[src/rtl/median_loop_ctrl_pkg.sv]
// Shared definitions for the median filter quickselect loop: FSM states,
// token width and the first-pass pivot.
package median_loop_ctrl_pkg;

  localparam int         BUFF_SIZE_BIT = 16;
  localparam logic [7:0] DEFAULT_PIVOT = 8'd127;

  typedef enum logic [2:0] {
    IDLE,
    LOAD,
    ISSUE,
    WAIT_FB,
    DECIDE,
    TAKE_PX,
    EMIT
  } state_t;

endpackage

[src/rtl/median_token_reg.sv]
// Holds the four control tokens sent to the fill stage. They are loaded either
// with first-pass values derived from the window size or from the last feedback.
module median_token_reg #(
  parameter int         BUFF_SIZE_BIT = median_loop_ctrl_pkg::BUFF_SIZE_BIT,
  parameter logic [7:0] DEFAULT_PIVOT = median_loop_ctrl_pkg::DEFAULT_PIVOT
) (
  input  logic                     clock,
  input  logic                     reset,
  input  logic                     load_init,
  input  logic                     load_fb,
  input  logic [BUFF_SIZE_BIT-1:0] init_size,
  input  logic [7:0]               fb_pivot,
  input  logic [BUFF_SIZE_BIT-1:0] fb_buff_size,
  input  logic [BUFF_SIZE_BIT-1:0] fb_median_pos,
  input  logic [7:0]               fb_second_median_value,
  output logic [7:0]               pivot,
  output logic [BUFF_SIZE_BIT-1:0] buff_size,
  output logic [BUFF_SIZE_BIT-1:0] median_pos,
  output logic [7:0]               second_median_value
);

  always_ff @(posedge clock) begin
    if (reset) begin
      pivot               <= '0;
      buff_size           <= '0;
      median_pos          <= '0;
      second_median_value <= '0;
    end else if (load_init) begin
      pivot               <= DEFAULT_PIVOT;
      buff_size           <= init_size;
      median_pos          <= init_size >> 1;
      second_median_value <= '0;
    end else if (load_fb) begin
      pivot               <= fb_pivot;
      buff_size           <= fb_buff_size;
      median_pos          <= fb_median_pos;
      second_median_value <= fb_second_median_value;
    end
  end

endmodule

[src/rtl/median_loop_ctrl.sv]
// Quickselect iteration controller: launches each window into the fill stage,
// reads back its tokens, loops or stops, and emits one median byte per window.
module median_loop_ctrl #(
  parameter int         BUFF_SIZE     = 1024,
  parameter int         BUFF_SIZE_BIT = median_loop_ctrl_pkg::BUFF_SIZE_BIT,
  parameter logic [7:0] DEFAULT_PIVOT = median_loop_ctrl_pkg::DEFAULT_PIVOT,
  parameter int         MAX_ITER      = 12
) (
  input  logic                     clock,
  input  logic                     reset,
  input  logic [BUFF_SIZE_BIT-1:0] in_win_size,
  input  logic                     in_win_size_empty,
  output logic                     in_win_size_rd,
  output logic [7:0]               out_pivot,
  output logic [BUFF_SIZE_BIT-1:0] out_buff_size,
  output logic [BUFF_SIZE_BIT-1:0] out_median_pos,
  output logic [7:0]               out_second_median_value,
  output logic                     out_tok_wr,
  input  logic                     out_tok_full,
  input  logic [7:0]               fb_pivot,
  input  logic [BUFF_SIZE_BIT-1:0] fb_buff_size,
  input  logic [BUFF_SIZE_BIT-1:0] fb_median_pos,
  input  logic [7:0]               fb_second_median_value,
  input  logic                     fb_tok_empty,
  output logic                     fb_tok_rd,
  input  logic [7:0]               fb_px,
  input  logic                     fb_px_empty,
  output logic                     fb_px_rd,
  output logic                     px_sel,
  output logic [7:0]               median,
  output logic                     median_wr,
  input  logic                     median_full,
  output logic                     busy,
  output logic [3:0]               iter_count,
  output logic                     err
);

  import median_loop_ctrl_pkg::*;

  localparam logic [3:0]               ITER_LIM = 4'(MAX_ITER);
  localparam logic [BUFF_SIZE_BIT-1:0] ONE_PX   = BUFF_SIZE_BIT'(1);

  // The pass counter is 4 bits and the window size must fit a token.
  if (MAX_ITER < 1 || MAX_ITER > 15 || BUFF_SIZE < 1 || (BUFF_SIZE >> BUFF_SIZE_BIT) != 0) begin : g_bad_cfg
    $error("median_loop_ctrl: unsupported MAX_ITER/BUFF_SIZE/BUFF_SIZE_BIT combination");
  end

  state_t                   state, state_nxt;
  logic [BUFF_SIZE_BIT-1:0] size_q;
  logic [7:0]               fb_pivot_q;
  logic [BUFF_SIZE_BIT-1:0] fb_buff_size_q;
  logic [BUFF_SIZE_BIT-1:0] fb_median_pos_q;
  logic [7:0]               fb_smv_q;
  logic [7:0]               result_q;
  logic [3:0]               iter_q;
  logic                     px_sel_q;
  logic                     load_init;
  logic                     load_fb;
  logic                     res_from_pivot;

  always_ff @(posedge clock) begin
    if (reset) state <= IDLE;
    else       state <= state_nxt;
  end

  always_comb begin
    state_nxt      = state;
    in_win_size_rd = 1'b0;
    out_tok_wr     = 1'b0;
    fb_tok_rd      = 1'b0;
    fb_px_rd       = 1'b0;
    median_wr      = 1'b0;
    err            = 1'b0;
    load_init      = 1'b0;
    load_fb        = 1'b0;
    res_from_pivot = 1'b0;
    case (state)
      IDLE: begin
        if (!in_win_size_empty) begin
          in_win_size_rd = 1'b1;
          state_nxt      = LOAD;
        end
      end
      LOAD: begin
        if (size_q == '0) begin
          err       = 1'b1;
          state_nxt = IDLE;
        end else begin
          load_init = 1'b1;
          state_nxt = ISSUE;
        end
      end
      ISSUE: begin
        out_tok_wr = !out_tok_full;
        if (!out_tok_full) state_nxt = WAIT_FB;
      end
      WAIT_FB: begin
        fb_tok_rd = !fb_tok_empty;
        if (!fb_tok_empty) state_nxt = DECIDE;
      end
      DECIDE: begin
        if (fb_buff_size_q == '0) begin
          res_from_pivot = 1'b1;
          state_nxt      = EMIT;
        end else if (fb_buff_size_q == ONE_PX) begin
          state_nxt = TAKE_PX;
        end else if (iter_q == ITER_LIM) begin
          err            = 1'b1;
          res_from_pivot = 1'b1;
          state_nxt      = EMIT;
        end else begin
          load_fb   = 1'b1;
          state_nxt = ISSUE;
        end
      end
      TAKE_PX: begin
        fb_px_rd = !fb_px_empty;
        if (!fb_px_empty) state_nxt = EMIT;
      end
      EMIT: begin
        median_wr = !median_full;
        if (!median_full) state_nxt = IDLE;
      end
      default: state_nxt = IDLE;
    endcase
  end

  always_ff @(posedge clock) begin
    if (reset) begin
      size_q          <= '0;
      fb_pivot_q      <= '0;
      fb_buff_size_q  <= '0;
      fb_median_pos_q <= '0;
      fb_smv_q        <= '0;
      result_q        <= '0;
      iter_q          <= '0;
      px_sel_q        <= 1'b0;
    end else begin
      if (in_win_size_rd) size_q <= in_win_size;
      if (load_init) begin
        iter_q   <= '0;
        px_sel_q <= 1'b0;
      end
      if (out_tok_wr && iter_q != ITER_LIM) iter_q <= iter_q + 4'd1;
      if (fb_tok_rd) begin
        fb_pivot_q      <= fb_pivot;
        fb_buff_size_q  <= fb_buff_size;
        fb_median_pos_q <= fb_median_pos;
        fb_smv_q        <= fb_second_median_value;
      end
      if (load_fb)        px_sel_q <= 1'b1;
      if (res_from_pivot) result_q <= fb_pivot_q;
      if (fb_px_rd)       result_q <= fb_px;
      if (median_wr)      px_sel_q <= 1'b0;
    end
  end

  median_token_reg #(
    .BUFF_SIZE_BIT (BUFF_SIZE_BIT),
    .DEFAULT_PIVOT (DEFAULT_PIVOT)
  ) u_token_reg (
    .clock                  (clock),
    .reset                  (reset),
    .load_init              (load_init),
    .load_fb                (load_fb),
    .init_size              (size_q),
    .fb_pivot               (fb_pivot_q),
    .fb_buff_size           (fb_buff_size_q),
    .fb_median_pos          (fb_median_pos_q),
    .fb_second_median_value (fb_smv_q),
    .pivot                  (out_pivot),
    .buff_size              (out_buff_size),
    .median_pos             (out_median_pos),
    .second_median_value    (out_second_median_value)
  );

  assign px_sel     = px_sel_q;
  assign median     = result_q;
  assign busy       = (state != IDLE);
  assign iter_count = iter_q;

endmodule

[config.mk]
export PLATFORM = sky130hd
export DESIGN_NAME = median_loop_ctrl
export DESIGN_NICKNAME = d
export VERILOG_FILES = /design/src/rtl/median_loop_ctrl_pkg.sv /design/src/rtl/median_token_reg.sv /design/src/rtl/median_loop_ctrl.sv
export SDC_FILE = /design/constraint.sdc
export NUM_CORES = 1
export LEC_CHECK = 0
export CORE_AREA = 2 2 140 101
export CTS_CLUSTER_SIZE = 10
export DETAILED_ROUTE_END_ITERATION = 8
export DIE_AREA = 0 0 142 103
export DONT_BUFFER_PORTS = 1
export GPL_ROUTABILITY_DRIVEN = 0
export PLACE_DENSITY_LB_ADDON = 0.08
export SYNTH_ARGS = -nofsm -noshare
export SYNTH_HDL_FRONTEND = slang
export SYNTH_SLANG_ARGS = --single-unit
[constraint.sdc]
create_clock -name clock -period 2.4 [get_ports clock]
set_clock_uncertainty 0.15 [all_clocks]
set_input_delay 0.48 -clock clock [delete_from_list [all_inputs] [get_ports clock]]
set_output_delay 0.48 -clock clock [all_outputs]
set_load 0.02 [all_outputs]
==> impl_results.md <==
- Deepest clock path buffer count: 2
- Outcome: finished with violations
- Via count: between 5000 and 6000
- Detailed-route wire length per cell: ~20 microns
- Share of cells above drive strength 1: 15.00%
- Final cell area excluding filler cells: ~6600 sq um
- Number of antenna violations at the first check in global routing: 0
- Slowest cell on the critical path: dfxtp_2
- Final count of negative-setup-slack endpoints: 1
- Synthesized area: 5513 sq um
- # port buffers: 0
- Largest area contributor in the netlist: dfxtp_1
- Unrepaired setup endpoints after global routing: true
- Worst stage delay on the critical path: 0.34 ns
- Half-perimeter wire length after detailed placement: 11.27 mm
- Placeable core region: 13470 sq um
- Type of the setup path with the least slack: flip-flop to output pin
- Worst slack on hold paths: 0.03408 ns
- Later-pin clock latency in the skew report: 0.43 ns
- Placed cell areas: approximately 5800 sq um
- Ant diodes: 0
- Final Worst Setup Slack: -0.1207 ns
- Routed via count divided by cell count: between 5 and 6
- Required time of the worst setup path: 1.77 ns
- Most common flop cell mapped by yosys: dfxtp_1
- Overall routed net length: 17.36 mm
- Y dimension of the die: between 100 and 150 microns
- Max-slew headroom at the worst pin: 54.83%
- Synth Net Count: 766
- Yosys top cell area share: between 40% and 50%
- Critical Path End Type: output pin
- Area growth from synthesis to final layout: 19.75%
- Average cell area after synthesis: 8.048 sq um
- Max Cap Violations: 0
- Detailed router's first-iteration violation count: 426
- Global-route wire length before repair: approximately 27 mm
- Max H-tree Level: 4
- Num ports: 147
- Synth warn: 0
- Violated checks: setup timing
- Clock sink count: roughly 130
- Post-layout total power: 6.706 mW
- Fraction of the yosys area taken by sequential cells: 46.48%
- FILL cells: 1333
- Upper clock frequency limit: 0.3967 GHz
- Total clock buffers created by CTS: 17
- First-pass iteration count of the detailed router: 5
- Number of flops mapped to enable cells by yosys: 0
- Total negative slack for setup checks: -0.1207 ns
- Startpoint of the most critical hold path: fb_median_pos[7]
- Floorplan row count: 36
- Total count of hold-check failures in the final report: 0
- Critical path startpoint: size_q[5]
- Clock tree from TritonCTS: yes
- Type of origin of the critical path: flip-flop
- Cell breakdown of the critical path: nor4_4, nand4_1, or3_1, a21oi_2, buf_4
- Number of instances in the synthesized netlist: 685
- Maximum fanout along the worst path: 3
- Post-route insts no fill: 871
- Final core area utilization: 49.02%
- Time the final worst path needs with I/O delays and setup: 2.521 ns
- Total count of max-transition violations in the final report: 0
- Flops & latches, synth: 128
- All-layer global routing usage: 23.89%
- Die boundary width: 142 microns
- Peak ir drop on the vdd network: between 0.4 and 0.5 mV
- Number of distinct library cells after synthesis: between 50 and 60
- Clock-pin slew on the worst setup and hold paths: 0.06 ns
- Power density over the cells: 1016 nW/um^2
- Data arrival, critical path: 1.89 ns
- Post-synth ARST share: 0%
- Static power due to leakage: ~2.3 nW
- Startpoint of the lowest-slack register-to-register path: state[1]
- Top area cells in the synthesized netlist: dfxtp_1, nand2_1, a21oi_1
- Number of global-route vias before repair: 4633
- Sum of overflow across all layers after global routing: 0
- Worst slack, placed: roughly 0.12 ns
- Pin count of the biggest net entering global routing: 78
- Transition at the pin with the smallest max-transition slack: 0.6768 ns
- Root cell of the clock tree: clkbuf_16
- Number of nets still failing antenna checks after routing: 0
- Hold Path Class: primary input to flip-flop
- Leading cell type in the layout, fill and taps excluded: nand2_1
- Starting density of the core: 40.93%
- DRC Markers: 0
- Final period util: 105.0%
- Placed cells: 832
- Nets: between 700 and 800
- Full die area: 14630 sq um
- Commonest cells after routing, fill and taps aside: nand2_1, dfxtp_1, a21oi_1
synth_stat cells, types with 4 or more instances:
cell type	n
o211a_1	8
nor3_1	4
o31ai_1	14
o21ai_0	66
a21oi_1	80
a31oi_1	46
o211ai_1	4
buf_6	7
inv_1	12
buf_2	17
nand4_1	12
nor4_1	5
nand3_1	47
dfxtp_1	128
clkbuf_1	36
nand2_1	149
metal layers:
layer  share of wire (%)  up-vias  wire length [microns]  global-route usage, %
li1                    -     2446                      -                      -
met1                  49     2387                   8549                  35.44
met2                  41      180                   7067                  32.55
met3                 8.4       21                   1454                  6.735
met4                 1.6        0                    283                  8.769
met5                   0        -                      0                      0
worst paths after layout:
kind	to	slack, ns	cells after the start
hold reg to reg	fb_smv_q[6]	0.31	2
setup / recovery	err	-0.12	5
hold / removal	fb_median_pos_q[7]	0.03	2
setup reg to reg	u_token_reg.median_pos[14]	0.23	5
critical path, delay by kind of cell (launching register included):
family                 cells  cell delay [ns]
AO/OA/AOI/OAI              1             0.16
flip-flops                 1             0.34
AND/OR/NAND/NOR            3             0.80
buffers and inverters      1             0.16
area by class of cell:
cell class / count / area [sq um] / area share [%]
clock buffers: 21 / 460.4 / 6.975
clock inverters: 11 / 209.0 / 3.165
inverters: 15 / 63.81 / 0.9666
multi-input cells: 479 / 2645 / 40.07
flip-flops and latches: 128 / 2571 / 38.95
well taps: 171 / 214.0 / 3.241
repair buffers: 44 / 427.9 / 6.482
repair inverters: 2 / 10.01 / 0.1516
timing repair:
action | 4_1_cts | 5_1_grt
setup endpoints to repair | 3 | 3
pin swaps | 6 | 3
resized for setup | 16 | 3
gates cloned | 2 | 0
hold buffers | 2 | 0
setup buffers | 2 | 1
hold endpoints to repair | 77 | 0
where the power goes:
group | switching (mW) | internal [mW] | leakage (nW)
Combinational | 0.625 | 0.398 | 0.884
Clock | 0.970 | 2.00 | 0.331
Sequential | 0.383 | 2.33 | 1.04
state kept, by name (all words and copies together) (netlist names):
name and cells:
iter_count 4, fb_median_pos_q 16, u_token_reg.pivot 8, fb_buff_size_q 16, state 3, u_token_reg.median_pos 16
size_q 16, px_sel 1, u_token_reg.second_median_value 8, fb_smv_q 8, fb_pivot_q 8, u_token_reg.buff_size 16
median 8
cell families (layout without fill, tap and decap cells):
kind of cell    Yosys count  count (layout)  share of synthesized area, %
fa+ha+maj                 2               2                        0.4539
buf+inv                  78              93                         6.945
simple gates            243             243                         21.29
xor+xnor                  1               1                        0.1589
flops                   128             128                         46.48
compound gates          231             231                         24.29
mux                       2               2                        0.3858
(Power assumes the default switching activity.)
